`src/rtl/triplet_pkg.sv`:
```
// ============================================================================
// Module  : triplet_pkg
// Brief   : Shared types and constants for the triplet packer.
// Revision: 1.0
// ============================================================================
`default_nettype none

package triplet_pkg;

    localparam int GROUP_LEN = 3;
    localparam int IDX_W     = 2;

    typedef enum logic [1:0] {
        FILL = 2'd0,
        EVAL = 2'd1,
        OUT  = 2'd2
    } state_t;

    // Mask with a 1 in every group position below 'fill', i.e. the bits that hold data.
    function automatic logic [GROUP_LEN-1:0] keep_mask(input logic [IDX_W-1:0] fill);
        logic [GROUP_LEN-1:0] m;
        for (int i = 0; i < GROUP_LEN; i++) begin
            m[i] = (IDX_W'(i) < fill);
        end
        return m;
    endfunction

endpackage

`default_nettype wire

```
`src/rtl/triplet_packer_if.sv`:
```
// ============================================================================
// Module  : triplet_packer_if
// Brief   : Serial-in, parity-stage and result-handshake signals of the packer.
// Revision: 1.0
// ============================================================================
`default_nettype none

interface triplet_packer_if #(
    parameter int CNT_W = 8
);
    logic             bit_in;
    logic             bit_valid;
    logic             bit_ready;
    logic             flush;
    logic             a_out;
    logic             b_out;
    logic             c_out;
    logic             x_in;
    logic             parity_out;
    logic             parity_valid;
    logic             parity_ready;
    logic [CNT_W-1:0] group_count;

    // Packer side
    modport master (
        input  bit_in, bit_valid, flush, x_in, parity_ready,
        output bit_ready, a_out, b_out, c_out, parity_out, parity_valid, group_count
    );

    // Environment side: serial source, parity stage and result consumer
    modport slave (
        output bit_in, bit_valid, flush, x_in, parity_ready,
        input  bit_ready, a_out, b_out, c_out, parity_out, parity_valid, group_count
    );

endinterface

`default_nettype wire

```
`src/rtl/triplet_packer.sv`:
```
// ============================================================================
// Module  : triplet_packer
// Brief   : Deserialises bits into 3-bit groups for a combinational parity
//           stage and returns its result through a valid/ready handshake.
// Revision: 1.0
// ============================================================================
`default_nettype none

module triplet_packer
    import triplet_pkg::*;
#(
    parameter int CNT_W = 8
) (
    input  wire logic         clk,
    input  wire logic         reset,
    triplet_packer_if.master  bus
);

    state_t               r_state;
    logic [IDX_W-1:0]     r_idx;
    logic [GROUP_LEN-1:0] r_grp;
    logic                 r_parity;
    logic                 r_valid;
    logic                 r_ready;
    logic [CNT_W-1:0]     r_count;

    logic                 w_accept;
    logic                 w_last;
    logic [IDX_W-1:0]     w_fill_cnt;
    logic [GROUP_LEN-1:0] w_grp_wr;

    assign w_accept   = r_ready && bus.bit_valid;
    assign w_last     = (r_idx == IDX_W'(GROUP_LEN - 1));
    assign w_fill_cnt = r_idx + IDX_W'(w_accept);

    always_comb begin
        w_grp_wr = r_grp;
        if (w_accept) begin
            w_grp_wr[r_idx] = bus.bit_in;
        end
    end

    always_ff @(posedge clk) begin
        if (reset) begin
            r_state  <= FILL;
            r_idx    <= '0;
            r_grp    <= '0;
            r_parity <= 1'b0;
            r_valid  <= 1'b0;
            r_ready  <= 1'b1;
            r_count  <= '0;
        end else begin
            case (r_state)
                FILL: begin
                    if (w_accept && w_last) begin
                        r_grp   <= w_grp_wr;
                        r_idx   <= '0;
                        r_ready <= 1'b0;
                        r_state <= EVAL;
                    end else if (bus.flush && (w_fill_cnt != '0)) begin
                        // A bit arriving with flush is kept; only the positions after it pad to 0.
                        r_grp   <= w_grp_wr & keep_mask(w_fill_cnt);
                        r_idx   <= '0;
                        r_ready <= 1'b0;
                        r_state <= EVAL;
                    end else if (w_accept) begin
                        r_grp <= w_grp_wr;
                        r_idx <= w_fill_cnt;
                    end
                end
                EVAL: begin
                    // a/b/c have been stable for a full cycle, so X is settled here.
                    r_parity <= bus.x_in;
                    r_count  <= r_count + 1'b1;
                    r_valid  <= 1'b1;
                    r_state  <= OUT;
                end
                OUT: begin
                    if (bus.parity_ready) begin
                        r_grp   <= '0;
                        r_valid <= 1'b0;
                        r_ready <= 1'b1;
                        r_state <= FILL;
                    end
                end
                default: begin
                    r_state <= FILL;
                    r_idx   <= '0;
                    r_grp   <= '0;
                    r_valid <= 1'b0;
                    r_ready <= 1'b1;
                end
            endcase
        end
    end

    assign bus.bit_ready    = r_ready;
    assign bus.a_out        = r_grp[0];
    assign bus.b_out        = r_grp[1];
    assign bus.c_out        = r_grp[2];
    assign bus.parity_out   = r_parity;
    assign bus.parity_valid = r_valid;
    assign bus.group_count  = r_count;

endmodule

`default_nettype wire

```
`src/flat_wrapper.sv`:
```
// flat-port wrapper written by rule: the top's interface ports become plain ports
module triplet_packer_flat import triplet_pkg::*;
#(
    parameter int CNT_W = 8
)
  (clk, reset, bus_bit_in, bus_bit_valid, bus_flush, bus_x_in, bus_parity_ready, bus_bit_ready, bus_a_out, bus_b_out, bus_c_out, bus_parity_out, bus_parity_valid, bus_group_count);
  triplet_packer_if #(.CNT_W(CNT_W)) bus_i ();
  input  wire logic clk;
  input  wire logic reset;
  input wire logic [$bits(bus_i.bit_in)-1:0] bus_bit_in;
  input wire logic [$bits(bus_i.bit_valid)-1:0] bus_bit_valid;
  input wire logic [$bits(bus_i.flush)-1:0] bus_flush;
  input wire logic [$bits(bus_i.x_in)-1:0] bus_x_in;
  input wire logic [$bits(bus_i.parity_ready)-1:0] bus_parity_ready;
  output wire logic [$bits(bus_i.bit_ready)-1:0] bus_bit_ready;
  output wire logic [$bits(bus_i.a_out)-1:0] bus_a_out;
  output wire logic [$bits(bus_i.b_out)-1:0] bus_b_out;
  output wire logic [$bits(bus_i.c_out)-1:0] bus_c_out;
  output wire logic [$bits(bus_i.parity_out)-1:0] bus_parity_out;
  output wire logic [$bits(bus_i.parity_valid)-1:0] bus_parity_valid;
  output wire logic [$bits(bus_i.group_count)-1:0] bus_group_count;
  assign bus_i.bit_in = bus_bit_in;
  assign bus_i.bit_valid = bus_bit_valid;
  assign bus_i.flush = bus_flush;
  assign bus_i.x_in = bus_x_in;
  assign bus_i.parity_ready = bus_parity_ready;
  assign bus_bit_ready = bus_i.bit_ready;
  assign bus_a_out = bus_i.a_out;
  assign bus_b_out = bus_i.b_out;
  assign bus_c_out = bus_i.c_out;
  assign bus_parity_out = bus_i.parity_out;
  assign bus_parity_valid = bus_i.parity_valid;
  assign bus_group_count = bus_i.group_count;
  triplet_packer #(.CNT_W(CNT_W)) u_core (.clk(clk), .reset(reset), .bus(bus_i));
endmodule
```
`config.mk`:
```
export PLATFORM = sky130hd
export DESIGN_NAME = triplet_packer_flat
export DESIGN_NICKNAME = d
export VERILOG_FILES = /design/src/rtl/triplet_pkg.sv /design/src/rtl/triplet_packer_if.sv /design/src/rtl/triplet_packer.sv /design/src/flat_wrapper.sv
export SDC_FILE = /design/constraint.sdc
export NUM_CORES = 1
export LEC_CHECK = 0
export ABC_AREA = 1
export ABC_CLOCK_PERIOD_IN_PS = 2100
export BUFFER_PORTS_ARGS = -buffer_cell sky130_fd_sc_hd__buf_4
export CAP_MARGIN = 20
export CORE_MARGIN = 2
export CORE_UTILIZATION = 50
export CTS_BUF_LIST = sky130_fd_sc_hd__clkbuf_16
export DETAILED_ROUTE_END_ITERATION = 16
export PLACE_DENSITY_LB_ADDON = 0.05
export SLEW_MARGIN = 20
export SYNTH_ARGS = -nofsm -noshare
export SYNTH_HDL_FRONTEND = slang
export SYNTH_SLANG_ARGS = --single-unit
```
`constraint.sdc`:
```
create_clock -name clk -period 2.1 [get_ports clk]
set_input_delay 0.42 -clock clk [delete_from_list [all_inputs] [get_ports clk]]
set_output_delay 0.42 -clock clk [all_outputs]
set_load 0.03 [all_outputs]
```
Word level (Yosys, flattened, before mapping)
Cells that the tools add are included.
{"block": "word_totals", "inputBits": 7, "mem_bits_ro": 0, "ramBits": 0, "regBits": 18, "wordCells": 59, "n_memories": 0, "latch_bits": 0, "output_inout_bits": 14}
{"block": "op_classes", "bitwise_logic": 4, "n_eq_ne": 6, "add_sub_neg": 2, "multipliers": 0, "magnitude_cmp": 5, "div_mod_pow": 0, "mux": 23, "n_reduce_logical": 12, "n_shift": 0}
{"op": "$mux 3", "n": 5}
{"op": "$mux 2", "n": 6}
{"op": "$pmux 3 s3", "n": 1}
{"op": "$add 8x1->8 const B", "n": 1}
{"op": "$pmux 1 s3", "n": 2}
{"op": "$pmux 2 s3", "n": 1}
{"op": "$reduce_and 2->1", "n": 3}
{"op": "$reduce_and 3->1", "n": 2}
{"op": "$mux 1", "n": 5}
{"op": "$eq 2x2->1 const B", "n": 2}
{"op": "$logic_and 1x1->1", "n": 4}
{"op": "$lt 1x2->1 const A", "n": 2}
{"op": "$ne 4x1->1 const B", "n": 1}
{"op": "$pmux 2 s2", "n": 1}
{"op": "$and 3x3->3", "n": 1}
{"op": "$bwmux 3", "n": 1}
{"op": "$lt 2x3->1 const B", "n": 1}
{"op": "$ne 3x1->1 const B", "n": 1}
{"op": "$not 1->1", "n": 3}
{"op": "$add 2x1->2", "n": 1}
{"op": "$demux 1 s2", "n": 1}
{"op": "$eq 2x1->1 const B", "n": 1}
{"op": "$ge 2x1->1 const B", "n": 1}
{"op": "$logic_not 2->1", "n": 1}
{"op": "4 further kinds", "n": 4}

Depth between registers and ports, before layout
{"block": "logic_depth", "word_depth": 10, "mapped_depth": 12, "mapped_depth_nobuf": 12}

Worst setup path after synthesis
Ideal clock, no wire load.
{"block": "synth_path", "kind": "register to register", "from": "register u_core.r_ready (netlist: u_core.bus.bit_ready)", "to": "register u_core.r_idx[1]", "arrival_time_ns": 1.527, "path_slack_ns": 0.453, "n_path_buf": 0, "setup_ns": 0.120, "period_less_slack_ns": 1.647, "required_ns": 1.980, "path_stages_with_launch": 13, "cell_sequence": "dfxtp_1 > nand2_2 > clkinv_4 > ha_1 > inv_1 > nand2_1 > nand3_4 > nand2_4 > nand2_4 > nand2_2 > nand2_1 > o21ai_1 > nor2_1"}
{"block": "synth_via", "elab_chain_len": 7, "word_cells_on_any_way": 11, "cone_classes": "add/sub (1); eq/ne (1); mux (4); reduce/logical (5)"}
{"item": "from (decl)", "line": "triplet_packer.sv:24", "rtl": "logic r_ready;"}
{"item": "from (signal assigned)", "line": "triplet_packer.sv:50", "rtl": "r_ready <= 1'b1;"}
{"item": "from (signal assigned)", "line": "triplet_packer.sv:58", "rtl": "r_ready <= 1'b0;"}
{"item": "from (signal assigned)", "line": "triplet_packer.sv:64", "rtl": "r_ready <= 1'b0;"}
{"item": "$logic_and 1x1->1 (*)", "line": "triplet_packer.sv:32", "rtl": "assign w_accept = r_ready && bus.bit_valid;"}
{"item": "$add 2x1->2", "line": "triplet_packer.sv:34", "rtl": "assign w_fill_cnt = r_idx + IDX_W'(w_accept);"}
{"item": "$reduce_bool 2->1", "line": "triplet_packer.sv:60", "rtl": "end else if (bus.flush && (w_fill_cnt != '0)) begin"}
{"item": "$logic_and 1x1->1", "line": "triplet_packer.sv:60"}
{"item": "$mux 2", "line": "triplet_packer.sv:60"}
{"item": "$mux 2", "line": "triplet_packer.sv:55", "rtl": "if (w_accept && w_last) begin"}
{"item": "$pmux 2 s2", "line": "triplet_packer.sv:53", "rtl": "case (r_state)"}
{"item": "to (signal assigned)", "line": "triplet_packer.sv:68", "rtl": "r_idx <= w_fill_cnt;"}
{"item": "to (decl)", "line": "triplet_packer.sv:20", "rtl": "logic [IDX_W-1:0] r_idx;"}
Every way passes the cells marked *; elsewhere a longest branch is shown, timed or not. The select of a mux whose other input is x is not followed.
A chain may end at the register's enable or synchronous reset.

Final worst setup path
{"block": "layout_path", "from": "register u_core.r_state[1]", "to": "register u_core.r_count[7] (netlist: u_core.bus.group_count[7])"}
{"block": "layout_via", "elab_chain_len": 1}
{"item": "from (decl)", "line": "triplet_packer.sv:19", "rtl": "state_t r_state;"}
{"item": "from (signal assigned)", "line": "triplet_packer.sv:45", "rtl": "r_state <= FILL;"}
{"item": "from (signal assigned)", "line": "triplet_packer.sv:59", "rtl": "r_state <= EVAL;"}
{"item": "from (signal assigned)", "line": "triplet_packer.sv:65", "rtl": "r_state <= EVAL;"}
{"item": "$eq 2x1->1", "line": "triplet_packer.sv:53"}
{"item": "to (signal assigned)", "line": "triplet_packer.sv:74", "rtl": "r_count <= r_count + 1'b1;"}
{"item": "to (decl)", "line": "triplet_packer.sv:25", "rtl": "logic [CNT_W-1:0] r_count;"}
Every way passes these cells.

==> results.py <==
metrics = {
    "layout": {
        "diodes": 0,
        "nFillCells": 174,
        "area_growth_pct": 23.4,
        "fin_util_pct": 65.7,
        "multi_input_area_um2": 598,
        "seqCellArea_um2": 360,
        "drive_gt1_share_pct": 27.1,
        "design_area_mm2": 0.00130,
        "nets": 181,
    },
    "sta": {
        "worst_pin_slew_ns": 0.363,
        "rsz0062_at_grt": "no",
        "whs_ns": 0.408,
        "slew_violations": 0,
        "fin_tns_setup_ns": 0,
        "final_hold_viol_count": 0,
        "min_period_ns": 1.63,
        "max_freq_ghz": 0.613,
        "clock_skew_ns": 0.00124,
        "period_share_pct": 77.7,
        "setup_viol": 0,
        "max_slew_margin_pct": 75.8,
    },
    "detailed_routing": {
        "drc": 0,
        "via_per_inst": 4.89,
        "routed_wl_um": 2090,
        "ant_nets": 0,
        "dr.pass1.iters": 4,
        "vias": 943,
        "first_iter_violations": 12,
        "avgRoutedWirePerCell_um": 10.8,
    },
    "synthesis": {
        "syn-num-nets": 158,
        "syn_area_mm2": 0.00105,
        "synth-main-ff-cell": "dfxtp_1",
        "postSynth.asyncResetShare_pct": 0,
        "synth_cells": 145,
        "synth_top_area_share_pct": 34.2,
        "ys_ff_latch": 18,
        "yosys-top-cells-count": "nand2_1, nor2_1, dfxtp_1, inv_1, nand3_1",
        "ys_seq_area_share_pct": 34.2,
        "yosys.area.top_type": "dfxtp_1",
        "yosys_warnings": 0,
        "synth_most_common_cell": "nand2_1",
        "synth_cell_types": 26,
        "avgSynthCellArea_um2": 7.27,
        "synth.area.top_cells": "dfxtp_1, nand2_1, ha_1",
        "synth-edff-count": 0,
    },
    "global_routing": {
        "grt_pass1_vias": 891,
        "grtUsageTotal_pct": 18.3,
        "met3_usage_pct": 3.03,
        "met1_usage_pct": 21.2,
        "grt_use_met2_pct": 33.3,
        "grt_max_degree": 11,
        "grt_pass1_wl_um": 3550,
        "grt_antenna_before_repair": 0,
        "top_usage_layer": "met2",
        "grt_overflow": 0,
    },
    "pwr": {
        "ir_drop_uv": 976,
        "power.leakage_nw": 0.583,
        "powerDensity_mw_per_mm2": 1440,
    },
    "place": {
        "dp_hpwl_um": 1660,
        "gp_congestion": 0.856,
        "placed_area_mm2": 0.00123,
        "port_buffers": 20,
    },
    "setup_path": {
        "critical-path-max-stage-delay_ns": 0.40,
        "critPathCaptureType": "register",
        "slowest_stage": "ha_1",
        "critPathKind": "reg -> reg",
        "required_ns": 2.24,
        "critPathMaxFanout": 8,
        "crit_top_cell": "nand2_1",
        "cp-start-kind": "register",
        "path_cells": "inv_1, ha_1, nand2_2, nor2_2, nand2_1, nor3_2, nand3_1, nand2_1, nor2_1",
        "arrival_ns": 1.77,
    },
    "flow_run": {
        "max-cap-violations": 0,
    },
    "clock_network": {
        "post_cts_resized": 0,
        "insertion_delay_ns": 0.24,
        "cts_max_level": 1,
        "clk_pin_slew_worst_paths_ns": 0.05,
        "cts_tree": "yes",
        "clockRootBuffer": "clkbuf_16",
        "cts_made_buffers": 3,
        "hold_buffers": 0,
        "postCtsSetupBuffers": 0,
        "cts.sinks": 18,
        "ctsLongestPathBuffers": 2,
    },
    "floorplanning": {
        "die_w_um": 49.9,
        "core_area_mm2": 0.00198,
        "floorplan.initialDensity_pct": 53.2,
        "die_h_um": 49.9,
        "placementRows": 16,
        "io_pins": 21,
        "dieArea_mm2": 0.00249,
    },
    "worst_hold_path": {
        "hp-class": "in -> reg",
    },
    "outcome": {
        "status": "finished clean",
    },
}
registers in the layout, summed over array words and instances (netlist names):
name,count
u_core.bus.parity_valid,1
u_core.r_grp,3
u_core.r_idx,2
u_core.bus.bit_ready,1
u_core.bus.group_count,8
u_core.bus.parity_out,1
u_core.r_state,2
final cells by class:
| cell class | instances | area share, % |
|---|---|---|
| Inverter | 21 | 6.44 |
| Multi-Input combinational cell | 104 | 46.0 |
| Clock buffer | 3 | 5.77 |
| Tap cell | 27 | 2.60 |
| Timing Repair Buffer | 20 | 11.5 |
| Sequential cell | 18 | 27.7 |
power by group:
part           internal [mW]  switching [mW]
sequential             0.427          0.0796
combinational          0.361           0.636
clock                  0.250           0.118
total                   1.04           0.834
cell families (layout without fill, tap and decap cells):
logic type               Yosys count  after routing  share of synthesized area (%)
flip-flops                        18             18                           34.2
AND/OR/NAND/NOR                   79             79                           38.9
AO/OA/AOI/OAI                     19             19                           10.7
buffers and inverters             23             44                           9.13
adder cells (fa/ha/maj)            6              6                           7.12
layer usage:
| metal | routed length (µm) | vias to the layer above | part of all wire, % |
|---|---|---|---|
| li1 | - | 504 | - |
| met1 | 970 | 421 | 46 |
| met2 | 1040 | 16 | 50 |
| met3 | 66 | 2 | 3.2 |
| met4 | 13 | 0 | 0.62 |
| met5 | 0 | - | 0 |
path summary, 6_finish.rpt:
| path | slack [ns] | depth (start not counted) | endpoint | from |
|---|---|---|---|---|
| setup / recovery | 0.47 | 9 | u_core.bus.group_count[7] | u_core.r_state[1] |
| hold / removal | 0.41 | 3 | u_core.bus.parity_out | bus_x_in |
| setup reg to reg | 0.47 | 9 | u_core.bus.group_count[7] | u_core.r_state[1] |
| hold reg to reg | 0.49 | 2 | u_core.r_grp[0] | u_core.r_grp[0] |
placed cells by master, fill, tap and decap left out:
master,instances
nand2_1,28
nor2_1,20
buf_4,20
inv_1,18
dfxtp_1,18
nand3_1,9
a21oi_1,7
o21ai_0,6
ha_1,6
nand2_2,4
nor3_1,4
nand2_4,4
a21oi_2,4
nor3_2,3
clkbuf_16,3
nor2_2,2
clkinv_4,1
nor3b_1,1
clkinv_1,1
inv_2,1
nand3_4,1
nor2_4,1
nand3_2,1
o21ai_1,1
a21boi_1,1
nand4_1,1
through the flow:
step                setup slack (ns)  total power [mW]  cells
floorplan                      0.453              1.30    145
global placement               0.364              1.48    190
detailed placement             0.340              1.50    190
CTS                            0.460              1.88    193
global route                   0.240              2.02    193
finish                         0.468              1.87    193
critical path, delay by kind of cell (launching register included):
kind,cells,cell delay [ns]
adders and majority gates,1,0.40
buffers and inverters,1,0.13
DFF,1,0.31
and+or+nand+nor,7,0.70
No activity file was read; power rests on OpenSTA's default activity.
